[src/rtl/anim_frame_sequencer_if.sv]
// Control/status bundle for anim_frame_sequencer.
//   frame_start : one-cycle strobe at the first pixel of each video frame
//   enable      : 1 = count strobes, 0 = freeze
//   mode        : 00 loop-up, 01 ping-pong, 10 one-shot, 11 loop-down
//   hold_frames : video frames per animation step (0 behaves as 1)
//   restart     : synchronous restart request
//   frame_num   : current animation frame index
//   step        : pulse in the cycle frame_num takes a new step value
//   dir         : ping-pong direction (0 up, 1 down)
//   done        : sticky one-shot completion flag
// master drives the controls, slave is the sequencer.
interface anim_frame_sequencer_if #(
    parameter int unsigned FRAME_W = 2,
    parameter int unsigned HOLD_W  = 6
);
    logic               frame_start;
    logic               enable;
    logic [1:0]         mode;
    logic [HOLD_W-1:0]  hold_frames;
    logic               restart;
    logic [FRAME_W-1:0] frame_num;
    logic               step;
    logic               dir;
    logic               done;

    modport master (
        output frame_start, enable, mode, hold_frames, restart,
        input  frame_num, step, dir, done
    );

    modport slave (
        input  frame_start, enable, mode, hold_frames, restart,
        output frame_num, step, dir, done
    );
endinterface

[src/rtl/anim_frame_sequencer.sv]
// Animation frame sequencer: counts qualified frame_start strobes, and every
// hold_frames of them advances frame_num according to the selected mode
// (loop-up, ping-pong, one-shot, loop-down). All outputs are registered.
// Ports:
//   clk   : clock
//   rst_n : asynchronous active-low reset
//   bus   : anim_frame_sequencer_if.slave (controls in, frame_num/step/dir/done out)
module anim_frame_sequencer #(
    parameter int unsigned NUM_FRAMES = 4,
    parameter int unsigned FRAME_W    = 2,
    parameter int unsigned HOLD_W     = 6
) (
    input logic                    clk,
    input logic                    rst_n,
    anim_frame_sequencer_if.slave  bus
);

    typedef enum logic [1:0] {
        ModeLoopUp   = 2'b00,
        ModePingPong = 2'b01,
        ModeOneShot  = 2'b10,
        ModeLoopDown = 2'b11
    } mode_e;

    localparam logic [FRAME_W-1:0] LastFrame   = FRAME_W'(NUM_FRAMES - 1);
    localparam logic [FRAME_W-1:0] FrameOne    = FRAME_W'(1);
    localparam logic [HOLD_W-1:0]  HoldOne     = HOLD_W'(1);
    localparam bit                 SingleFrame = (NUM_FRAMES == 1);

    logic [FRAME_W-1:0] frame_q, frame_d;
    logic [HOLD_W-1:0]  hold_cnt_q, hold_cnt_d;
    logic               step_q, step_d;
    logic               dir_q, dir_d;
    logic               done_q, done_d;

    logic [HOLD_W-1:0]  hold_eff;
    logic [HOLD_W-1:0]  hold_last;
    logic               qual;
    mode_e              mode;

    always_comb begin
        hold_eff   = (bus.hold_frames == '0) ? HoldOne : bus.hold_frames;
        hold_last  = hold_eff - HoldOne;
        qual       = bus.frame_start & bus.enable & ~bus.restart;
        mode       = mode_e'(bus.mode);

        frame_d    = frame_q;
        hold_cnt_d = hold_cnt_q;
        step_d     = 1'b0;
        dir_d      = dir_q;
        done_d     = done_q;

        if (bus.restart) begin
            frame_d    = '0;
            hold_cnt_d = '0;
            dir_d      = 1'b0;
            done_d     = 1'b0;
        end else begin
            if (mode != ModeOneShot) begin
                done_d = 1'b0;
            end
            // A finished one-shot freezes the hold counter as well as the frame.
            if (qual && !(mode == ModeOneShot && done_q)) begin
                // >= (not ==) so shrinking hold_frames mid-count advances at once.
                if (hold_cnt_q >= hold_last) begin
                    hold_cnt_d = '0;
                    step_d     = 1'b1;
                    unique case (mode)
                        ModeLoopUp: begin
                            frame_d = (frame_q == LastFrame) ? '0 : frame_q + FrameOne;
                        end
                        ModeLoopDown: begin
                            frame_d = (frame_q == '0) ? LastFrame : frame_q - FrameOne;
                        end
                        ModePingPong: begin
                            if (SingleFrame) begin
                                frame_d = frame_q;
                            end else if (!dir_q) begin
                                // Turn around at the top without repeating the end frame.
                                if (frame_q == LastFrame) begin
                                    dir_d   = 1'b1;
                                    frame_d = frame_q - FrameOne;
                                end else begin
                                    frame_d = frame_q + FrameOne;
                                end
                            end else begin
                                if (frame_q == '0) begin
                                    dir_d   = 1'b0;
                                    frame_d = frame_q + FrameOne;
                                end else begin
                                    frame_d = frame_q - FrameOne;
                                end
                            end
                        end
                        ModeOneShot: begin
                            if (frame_q == LastFrame) begin
                                done_d = 1'b1;
                            end else begin
                                frame_d = frame_q + FrameOne;
                                done_d  = (frame_q + FrameOne == LastFrame);
                            end
                        end
                        default: begin
                            frame_d = frame_q;
                        end
                    endcase
                end else begin
                    hold_cnt_d = hold_cnt_q + HoldOne;
                end
            end
        end
    end

    always_ff @(posedge clk or negedge rst_n) begin
        if (!rst_n) begin
            frame_q    <= '0;
            hold_cnt_q <= '0;
            step_q     <= 1'b0;
            dir_q      <= 1'b0;
            done_q     <= 1'b0;
        end else begin
            frame_q    <= frame_d;
            hold_cnt_q <= hold_cnt_d;
            step_q     <= step_d;
            dir_q      <= dir_d;
            done_q     <= done_d;
        end
    end

    assign bus.frame_num = frame_q;
    assign bus.step      = step_q;
    assign bus.dir       = dir_q;
    assign bus.done      = done_q;

endmodule

[src/flat_wrapper.sv]
// flat-port wrapper written by rule: the top's interface ports become plain ports
module anim_frame_sequencer_flat 
#(
    parameter int unsigned NUM_FRAMES = 4,
    parameter int unsigned FRAME_W    = 2,
    parameter int unsigned HOLD_W     = 6
)
  (clk, rst_n, bus_frame_start, bus_enable, bus_mode, bus_hold_frames, bus_restart, bus_frame_num, bus_step, bus_dir, bus_done);
  anim_frame_sequencer_if #(.FRAME_W(FRAME_W), .HOLD_W(HOLD_W)) bus_i ();
  input logic clk;
  input logic rst_n;
  input wire logic [$bits(bus_i.frame_start)-1:0] bus_frame_start;
  input wire logic [$bits(bus_i.enable)-1:0] bus_enable;
  input wire logic [$bits(bus_i.mode)-1:0] bus_mode;
  input wire logic [$bits(bus_i.hold_frames)-1:0] bus_hold_frames;
  input wire logic [$bits(bus_i.restart)-1:0] bus_restart;
  output wire logic [$bits(bus_i.frame_num)-1:0] bus_frame_num;
  output wire logic [$bits(bus_i.step)-1:0] bus_step;
  output wire logic [$bits(bus_i.dir)-1:0] bus_dir;
  output wire logic [$bits(bus_i.done)-1:0] bus_done;
  assign bus_i.frame_start = bus_frame_start;
  assign bus_i.enable = bus_enable;
  assign bus_i.mode = bus_mode;
  assign bus_i.hold_frames = bus_hold_frames;
  assign bus_i.restart = bus_restart;
  assign bus_frame_num = bus_i.frame_num;
  assign bus_step = bus_i.step;
  assign bus_dir = bus_i.dir;
  assign bus_done = bus_i.done;
  anim_frame_sequencer #(.NUM_FRAMES(NUM_FRAMES), .FRAME_W(FRAME_W), .HOLD_W(HOLD_W)) u_core (.clk(clk), .rst_n(rst_n), .bus(bus_i));
endmodule
[config.mk]
export PLATFORM = sky130hd
export DESIGN_NAME = anim_frame_sequencer_flat
export DESIGN_NICKNAME = d
export VERILOG_FILES = /design/src/rtl/anim_frame_sequencer_if.sv /design/src/rtl/anim_frame_sequencer.sv /design/src/flat_wrapper.sv
export SDC_FILE = /design/constraint.sdc
export NUM_CORES = 1
export LEC_CHECK = 0
export ABC_AREA = 1
export BUFFER_PORTS_ARGS = -buffer_cell sky130_fd_sc_hd__buf_2
export CORE_UTILIZATION = 35
export CTS_CLUSTER_SIZE = 12
export DETAILED_ROUTE_END_ITERATION = 7
export PLACE_DENSITY = 0.64
export SLEW_MARGIN = 30
export SYNTH_ARGS = -nofsm -noshare
export SYNTH_HDL_FRONTEND = slang
export SYNTH_SLANG_ARGS = --single-unit
[constraint.sdc]
create_clock -name clk -period 3.22 [get_ports clk]
set_input_delay 0.644 -clock clk [delete_from_list [all_inputs] [get_ports clk]]
set_output_delay 0.644 -clock clk [all_outputs]
set_load 0.05 [all_outputs]
* Word level (Yosys, flattened, before mapping) *
Index checks and enable logic that the tools add are counted.

cells by class
  add/subtract/negate cells = 4
  order comparisons = 1
  eq/ne operators = 7
  multiplexer cells = 30
  bitwise gates (word level) = 3
  reduce and logical (&&, ||, !) cells = 11

operators by type and width
  operator               number
  $mux W6                4
  $mux W2                9
  $mux W1                16
  $eq A2 B2 Y1 const B   4
  $pmux W2 S4            1
  $add A6 B1 Y6 const B  1
  $ge A6 B6 Y1           1
  $logic_not A6 Y1       1
  $reduce_and A3 Y1      2
  $reduce_bool A2 Y1     3
  $sub A6 B1 Y6 const B  1
  $logic_not A2 Y1       2
  $ne A3 B3 Y1 const B   1
  $add A2 B1 Y2 const B  1
  $and A1 B1 Y1          2
  $eq A2 B1 Y1 const B   1
  $logic_and A1 B1 Y1    2
  $ne A2 B2 Y1 const B   1
  $sub A2 B1 Y2 const B  1
  $logic_not A1 Y1       1
  $not A1 Y1             1

storage, ports and cells
  register bits after elaboration = 11
  input port bits = 13
  output and inout port bits = 5
  word-level logic and storage cells = 61

* Longest topological paths before layout *
  depth after elaboration = 7
  gate-level depth with buffers = 13

* Worst setup path before layout *
Ideal clock, no wire load.

  path kind = input port to flip-flop
  start point = input bus_hold_frames[0]
  end point = register u_core.frame_q[0] (netlist: u_core.bus.frame_num[0])
  setup time = 0.076 ns
  arrival time = 2.188 ns
  data required time = 3.144 ns
  path slack = 0.956 ns
  cell stages on the path = 12
  path buffers = 0
  path through = nor2_1 -> nand3_2 -> nand3_1 -> xor2_1 -> ha_1 -> a21oi_1 -> nor2_1 -> a211oi_4 -> nand3_2 -> nand2_2 -> nand2_1 -> o21ai_1

between the ends
  word-level cells in the longest chain between the ends = 6

RTL lines
  element                           RTL line                     text
  start, declared                   flat_wrapper.sv:15           input wire logic [$bits(bus_i.hold_frames)-1:0] bus_hold_frames;
  $logic_not A6 Y1                  anim_frame_sequencer.sv:42   hold_eff = (bus.hold_frames == '0) ? HoldOne : bus.hold_frames;
  $mux W6 (*)                       anim_frame_sequencer.sv:42
  $sub A6 B1 Y6 (*)                 anim_frame_sequencer.sv:43   hold_last = hold_eff - HoldOne;
  $ge A6 B6 Y1 (*)                  anim_frame_sequencer.sv:65   if (hold_cnt_q >= hold_last) begin
  $reduce_bool A2 Y1 (no line) (*)  -
  $reduce_and A3 Y1 (no line) (*)   -
  end signal, assigned              anim_frame_sequencer.sv:122  frame_q <= frame_d;
  end, declared                     anim_frame_sequencer.sv:30   logic [FRAME_W-1:0] frame_q, frame_d;

Mark *: on every way between the ends. The rest lies on a longest branch, timed or not.
A chain may end at the register's enable or synchronous reset.

* Worst setup path in the final report *
  start point = input bus_hold_frames[0]
  end point = register u_core.hold_cnt_q[0]

between the ends
  word-level cells in the longest chain between the ends = 7

RTL lines
  element               RTL line                     text
  $logic_not A6 Y1      anim_frame_sequencer.sv:42
  $mux W6 (*)           anim_frame_sequencer.sv:42
  $sub A6 B1 Y6 (*)     anim_frame_sequencer.sv:43
  $ge A6 B6 Y1 (*)      anim_frame_sequencer.sv:65
  $mux W6 (*)           anim_frame_sequencer.sv:65
  $mux W6 (*)           anim_frame_sequencer.sv:63   if (qual && !(mode == ModeOneShot && done_q)) begin
  $mux W6 (*)           anim_frame_sequencer.sv:53   if (bus.restart) begin
  end signal, assigned  anim_frame_sequencer.sv:123  hold_cnt_q <= hold_cnt_d;
  end, declared         anim_frame_sequencer.sv:31   logic [HOLD_W-1:0] hold_cnt_q, hold_cnt_d;

Mark *: on every way between the ends. The rest lies on a longest branch, timed or not. The select of a mux whose other input is x is not followed.

==> impl_results.html <==
<table>
<tr><th>Metric</th><th>Value</th></tr>
<tr><th colspan="2">Detailed routing</th></tr>
<tr><td>Drt first pass iters</td><td>4</td></tr>
<tr><td>Vias after detailed routing</td><td>~830</td></tr>
<tr><td>Post-detailed-route DRC marker count</td><td>0</td></tr>
<tr><td>Remaining antenna violation count</td><td>0</td></tr>
<tr><td>Top routing layer in use</td><td>met4</td></tr>
<tr><td>Met3 wirelength from detailed routing</td><td>82 um</td></tr>
<tr><td>Met2 wire len</td><td>approximately 870 um</td></tr>
<tr><td>M1 WL</td><td>slightly above 800 um</td></tr>
<tr><td>Drt first-iter violations</td><td>17</td></tr>
<tr><td>Drt total wl</td><td>1788 um</td></tr>
<tr><td>Via density per instance</td><td>around 5</td></tr>
<tr><td>Routed length per instance</td><td>around 11 um</td></tr>
<tr><th colspan="2">STA</th></tr>
<tr><td>Maximum clock rate</td><td>about 440 MHz</td></tr>
<tr><td>Sum Neg Setup Slack</td><td>0 ps</td></tr>
<tr><td>Minimum setup slack in the final design</td><td>roughly 940 ps</td></tr>
<tr><td>Time the final worst path needs with I/O delays and setup</td><td>~2300 ps</td></tr>
<tr><td>Normalized max-slew margin</td><td>between 70% and 80%</td></tr>
<tr><td>Unrepaired setup endpoints after global routing</td><td>no</td></tr>
<tr><td>Final Hold Vio Count</td><td>0</td></tr>
<tr><td>Worst clock skew</td><td>10.48 ps</td></tr>
<tr><td>Number of setup violations in the final report</td><td>0</td></tr>
<tr><td>Fin crit share</td><td>between 70% and 80%</td></tr>
<tr><td>Hold slack final</td><td>around 230 ps</td></tr>
<tr><td>Transition time at the pin with the least slew margin</td><td>between 300 and 400 ps</td></tr>
<tr><td>Final Slew Violations</td><td>0</td></tr>
<tr><th colspan="2">Synth</th></tr>
<tr><td>Area fraction in compound gates after synthesis</td><td>between 10% and 20%</td></tr>
<tr><td>Sequential share of the synthesized area</td><td>29.53%</td></tr>
<tr><td>Number of different library cells in the post-synthesis netlist</td><td>28</td></tr>
<tr><td>Synth Warn #</td><td>0</td></tr>
<tr><td>Area share of fa/ha/maj cells after synthesis</td><td>between 10% and 20%</td></tr>
<tr><td>Share of flip-flops with an asynchronous set or reset</td><td>100.0%</td></tr>
<tr><td>Top FF cell, synth</td><td>dfrtp_1</td></tr>
<tr><td>Yosys reg bits</td><td>11</td></tr>
<tr><td>Largest family of logic cells by synthesized area</td><td>simple AND/OR/NAND/NOR gates</td></tr>
<tr><td>Portion of netlist area occupied by mux cells</td><td>0%</td></tr>
<tr><td>Post-Synthesis Mean Instance Area</td><td>roughly 8 um^2</td></tr>
<tr><td>Syn Std Cell Area</td><td>approximately 930 um^2</td></tr>
<tr><td>Mapped Cells</td><td>between 100 and 150</td></tr>
<tr><td>Synthesized Nets</td><td>approximately 140</td></tr>
<tr><td>Number of flops mapped to enable cells by yosys</td><td>0</td></tr>
<tr><td>Post-synthesis share of cell area spent on xor and xnor gates</td><td>3.758%</td></tr>
<tr><td>Synth Area in Simple Gates</td><td>29.66%</td></tr>
<tr><th colspan="2">Setup path</th></tr>
<tr><td>Reg2Reg Launch Point</td><td>u_core.hold_cnt_q[5]$_DFFE_PN0N_</td></tr>
<tr><td>Critical Path Sink</td><td>u_core.hold_cnt_q[0]$_DFFE_PN0N_</td></tr>
<tr><td>Reg2reg path depth</td><td>6</td></tr>
<tr><td>Element type at the critical path start</td><td>input port</td></tr>
<tr><td>R2R setup slack</td><td>around 1500 ps</td></tr>
<tr><td>Type of destination of the critical path</td><td>flop</td></tr>
<tr><td>Required time of the worst setup path</td><td>3410 ps</td></tr>
<tr><td>Cells along the critical path</td><td>buf_2 &gt; nor2_1 &gt; nand3_2 &gt; nand3_1 &gt; xor2_1 &gt; ha_1 &gt; a21oi_1 &gt; nor2_1 &gt; a211oi_4 &gt; nand3b_1 &gt; o21ai_0</td></tr>
<tr><td>Critical path buffer and inverter count</td><td>1</td></tr>
<tr><td>Slowest cell on crit path</td><td>a211oi_4</td></tr>
<tr><td>Family of cells with the greatest summed delay on the critical path</td><td>compound AO/OA/AOI/OAI gates</td></tr>
<tr><td>Max Fanout on Critical Path</td><td>5</td></tr>
<tr><td>R2R Path End</td><td>u_core.hold_cnt_q[0]$_DFFE_PN0N_</td></tr>
<tr><td>Critical path's most frequent cell</td><td>nor2_1</td></tr>
<tr><td>Arrival time reported for the critical path endpoint</td><td>between 2000 and 2500 ps</td></tr>
<tr><td>CP Depth</td><td>11</td></tr>
<tr><td>Worst setup path category</td><td>in2reg</td></tr>
<tr><td>Worst setup path startpoint</td><td>bus_hold_frames[0]</td></tr>
<tr><td>Worst stage delay on the critical path</td><td>about 320 ps</td></tr>
<tr><th colspan="2">Clocking</th></tr>
<tr><td>Number of sinks handled by clock tree synthesis</td><td>11</td></tr>
<tr><td>H-tree level count</td><td>1</td></tr>
<tr><td>Number of buffers created by CTS</td><td>3</td></tr>
<tr><td>Number of buffers inserted by post-CTS setup repair</td><td>0</td></tr>
<tr><td>Resized cells post-CTS</td><td>0</td></tr>
<tr><td>Post-CTS clock slew at the launch and capture registers of the worst setup and hold paths</td><td>80 ps</td></tr>
<tr><td>TritonCTS clock tree</td><td>done</td></tr>
<tr><td>Buffers from clock root to sink, at most</td><td>2</td></tr>
<tr><td>Insertion delay of the later-clocked pin in the worst-skew pair</td><td>roughly 280 ps</td></tr>
<tr><td>Buffer cell driving the clock tree root</td><td>clkbuf_4</td></tr>
<tr><td>Number of buffers added to fix hold violations after cts</td><td>0</td></tr>
<tr><th colspan="2">Die</th></tr>
<tr><td>Number of ports placed on the die boundary</td><td>18</td></tr>
<tr><td>Die X</td><td>around 54 um</td></tr>
<tr><td>Starting Density</td><td>between 30% and 40%</td></tr>
<tr><td>Die Height</td><td>53.61 um</td></tr>
<tr><td>Area inside the core boundary</td><td>approximately 0.0025 mm^2</td></tr>
<tr><td>Area of the die</td><td>about 0.0029 mm^2</td></tr>
<tr><td>Number of core rows</td><td>18</td></tr>
<tr><th colspan="2">Flow run</th></tr>
<tr><td>Number of max-capacitance violations reported</td><td>0</td></tr>
<tr><th colspan="2">Global route</th></tr>
<tr><td>Largest net degree at the start of global routing</td><td>12</td></tr>
<tr><td>Via count of the first global-routing pass</td><td>between 700 and 800</td></tr>
<tr><td>Antenna violations before repair</td><td>0</td></tr>
<tr><td>Total track usage</td><td>between 10% and 20%</td></tr>
<tr><td>Overflow after GRT</td><td>0</td></tr>
<tr><td>Global-route wire length before repair</td><td>3091 um</td></tr>
<tr><th colspan="2">Layout</th></tr>
<tr><td>Final Util</td><td>a little over two fifths</td></tr>
<tr><td>Count of fill cells added during filler insertion</td><td>about 260</td></tr>
<tr><td>Antenna cell count</td><td>0</td></tr>
<tr><td>Number of nets in the finished design</td><td>161</td></tr>
<tr><td>Share of post-route cells with drive strength above 1</td><td>27.74%</td></tr>
<tr><td>Area taken by flip-flops and latches</td><td>275.3 um^2</td></tr>
<tr><td>Area grow syn2layout</td><td>15.97%</td></tr>
<tr><td>Multi-input gate area in the final layout</td><td>601.8 um^2</td></tr>
<tr><th colspan="2">Power</th></tr>
<tr><td>Final Total Pwr</td><td>368.1 uW</td></tr>
<tr><td>LEAKAGE</td><td>approximately 0.54 nW</td></tr>
<tr><td>Power per cell area</td><td>about 340 mW/mm^2</td></tr>
<tr><td>Gate power share</td><td>roughly 31%</td></tr>
<tr><td>Internal Dissipation</td><td>about 230 uW</td></tr>
<tr><td>Switching part of the total power</td><td>36.55%</td></tr>
<tr><td>Worst supply voltage drop on vdd</td><td>~0.26 mV</td></tr>
<tr><td>Sequential Power Share</td><td>between 40% and 50%</td></tr>
<tr><td>Portion of total power attributed to the clock network</td><td>a little over a quarter</td></tr>
<tr><td>Net switching power</td><td>approximately 130 uW</td></tr>
<tr><th colspan="2">Place</th></tr>
<tr><td>Post-DP HPWL</td><td>roughly 1500 um</td></tr>
<tr><td>Final RePlAce weighted congestion</td><td>0.7582</td></tr>
<tr><td>Port Buffer Count</td><td>17</td></tr>
<tr><td>DP Worst Slack</td><td>roughly 660 ps</td></tr>
<tr><th colspan="2">Run status</th></tr>
<tr><td>Run status</td><td>finished clean</td></tr>
<tr><th colspan="2">Worst hold path</th></tr>
<tr><td>Worst min-delay path class</td><td>in2async</td></tr>
</table>
layer usage:
layer / global-route usage, % / up-vias
met5: 0 / -
met4: 6.579 / 0
met1: 17.90 / 370
li1: - / 431
met2: 26.67 / 23
met3: 2.542 / 3
state kept, by name, summed over array words and instances, names as in the netlist:
| register | count |
|---|---|
| u_core.bus.done | 1 |
| u_core.bus.dir | 1 |
| u_core.hold_cnt_q | 6 |
| u_core.bus.frame_num | 2 |
| u_core.bus.step | 1 |
placed cells by master (no fill, tap or decap):
cell type | synthesis | routed
o22a_1 | 1 | 1
o21ai_1 | 2 | 2
a31oi_1 | 2 | 2
nand3_1 | 6 | 6
o21ai_0 | 9 | 9
nor3_2 | 1 | 1
nand2_4 | 3 | 3
nand2_1 | 20 | 20
inv_4 | 1 | 1
nand4_1 | 1 | 1
nand3_2 | 3 | 3
nand3b_1 | 1 | 1
a21oi_1 | 6 | 6
nand2_2 | 3 | 3
xor2_1 | 2 | 2
ha_1 | 10 | 10
nor2_1 | 11 | 11
inv_1 | 12 | 12
nor2_4 | 1 | 1
a21o_2 | 1 | 1
a211oi_4 | 1 | 1
xnor2_1 | 2 | 2
clkbuf_4 | 0 | 3
a21oi_4 | 1 | 1
dfrtp_1 | 11 | 11
nor2_2 | 2 | 2
o21a_1 | 1 | 1
o22ai_1 | 1 | 1
clkbuf_1 | 0 | 1
inv_2 | 1 | 1
buf_2 | 0 | 17
worst min path at each step:
| stage | startpoint | to | slack (ps) | cells after the start |
|---|---|---|---|---|
| after global routing | rst_n | u_core.bus.frame_num[1]$_DFFE_PN0P_ | 250 | 1 |
| after floorplan | rst_n | u_core.bus.dir$_DFFE_PN0P_ | 350 | 0 |
| after detailed placement | u_core.bus.dir$_DFFE_PN0P_ | u_core.bus.dir$_DFFE_PN0P_ | 490 | 2 |
| final | rst_n | u_core.bus.frame_num[1]$_DFFE_PN0P_ | 230 | 1 |
| after global placement | u_core.bus.dir$_DFFE_PN0P_ | u_core.bus.dir$_DFFE_PN0P_ | 480 | 2 |
| after CTS | rst_n | u_core.bus.frame_num[1]$_DFFE_PN0P_ | 240 | 1 |
synth_stat cells, types with 2 or more instances:
cell type  instances  area (um^2)
a21oi_1            6        30.03
a31oi_1            2        12.51
dfrtp_1           11        275.3
ha_1              10        125.1
inv_1             12        45.04
nand2_1           20        75.07
nand2_2            3        18.77
nand2_4            3        33.78
nand3_1            6        30.03
nand3_2            3        30.03
nor2_1            11        41.29
nor2_2             2        12.51
o21ai_0            9        45.04
o21ai_1            2        10.01
xnor2_1            2        17.52
xor2_1             2        17.52
cells by family after synthesis:
group / count (synthesis)
fa+ha+maj: 10
compound gates: 25
buf+inv: 14
flops: 11
simple gates: 52
xor+xnor: 4
metrics by stage:
step / cell area (um^2) / instances
detailed placement: 1055 / 163
CTS: 1081 / 167
finish: 1081 / 167
global placement: 1055 / 163
floorplan: 932.1 / 116
global route: 1081 / 167
area by class of cell:
cell class / instances / area share [%]
Clock buffer: 4 / 2.431
Inverter: 14 / 5.093
Multi-Input combinational cell: 91 / 55.67
Sequential cell: 11 / 25.46
Tap cell: 30 / 3.472
Timing Repair Buffer: 17 / 7.870
power groups by stage:
| stage | registers [mW] | clock network (mW) | logic (mW) |
|---|---|---|---|
| after floorplan | 0.178 | 0 | 0.0639 |
| after global placement | 0.160 | 0 | 0.111 |
| after detailed placement | 0.161 | 0 | 0.114 |
| after CTS | 0.159 | 0.0996 | 0.114 |
| after global routing | 0.160 | 0.102 | 0.130 |
| final | 0.159 | 0.0969 | 0.113 |
No activity file was read; power rests on OpenSTA's default activity.
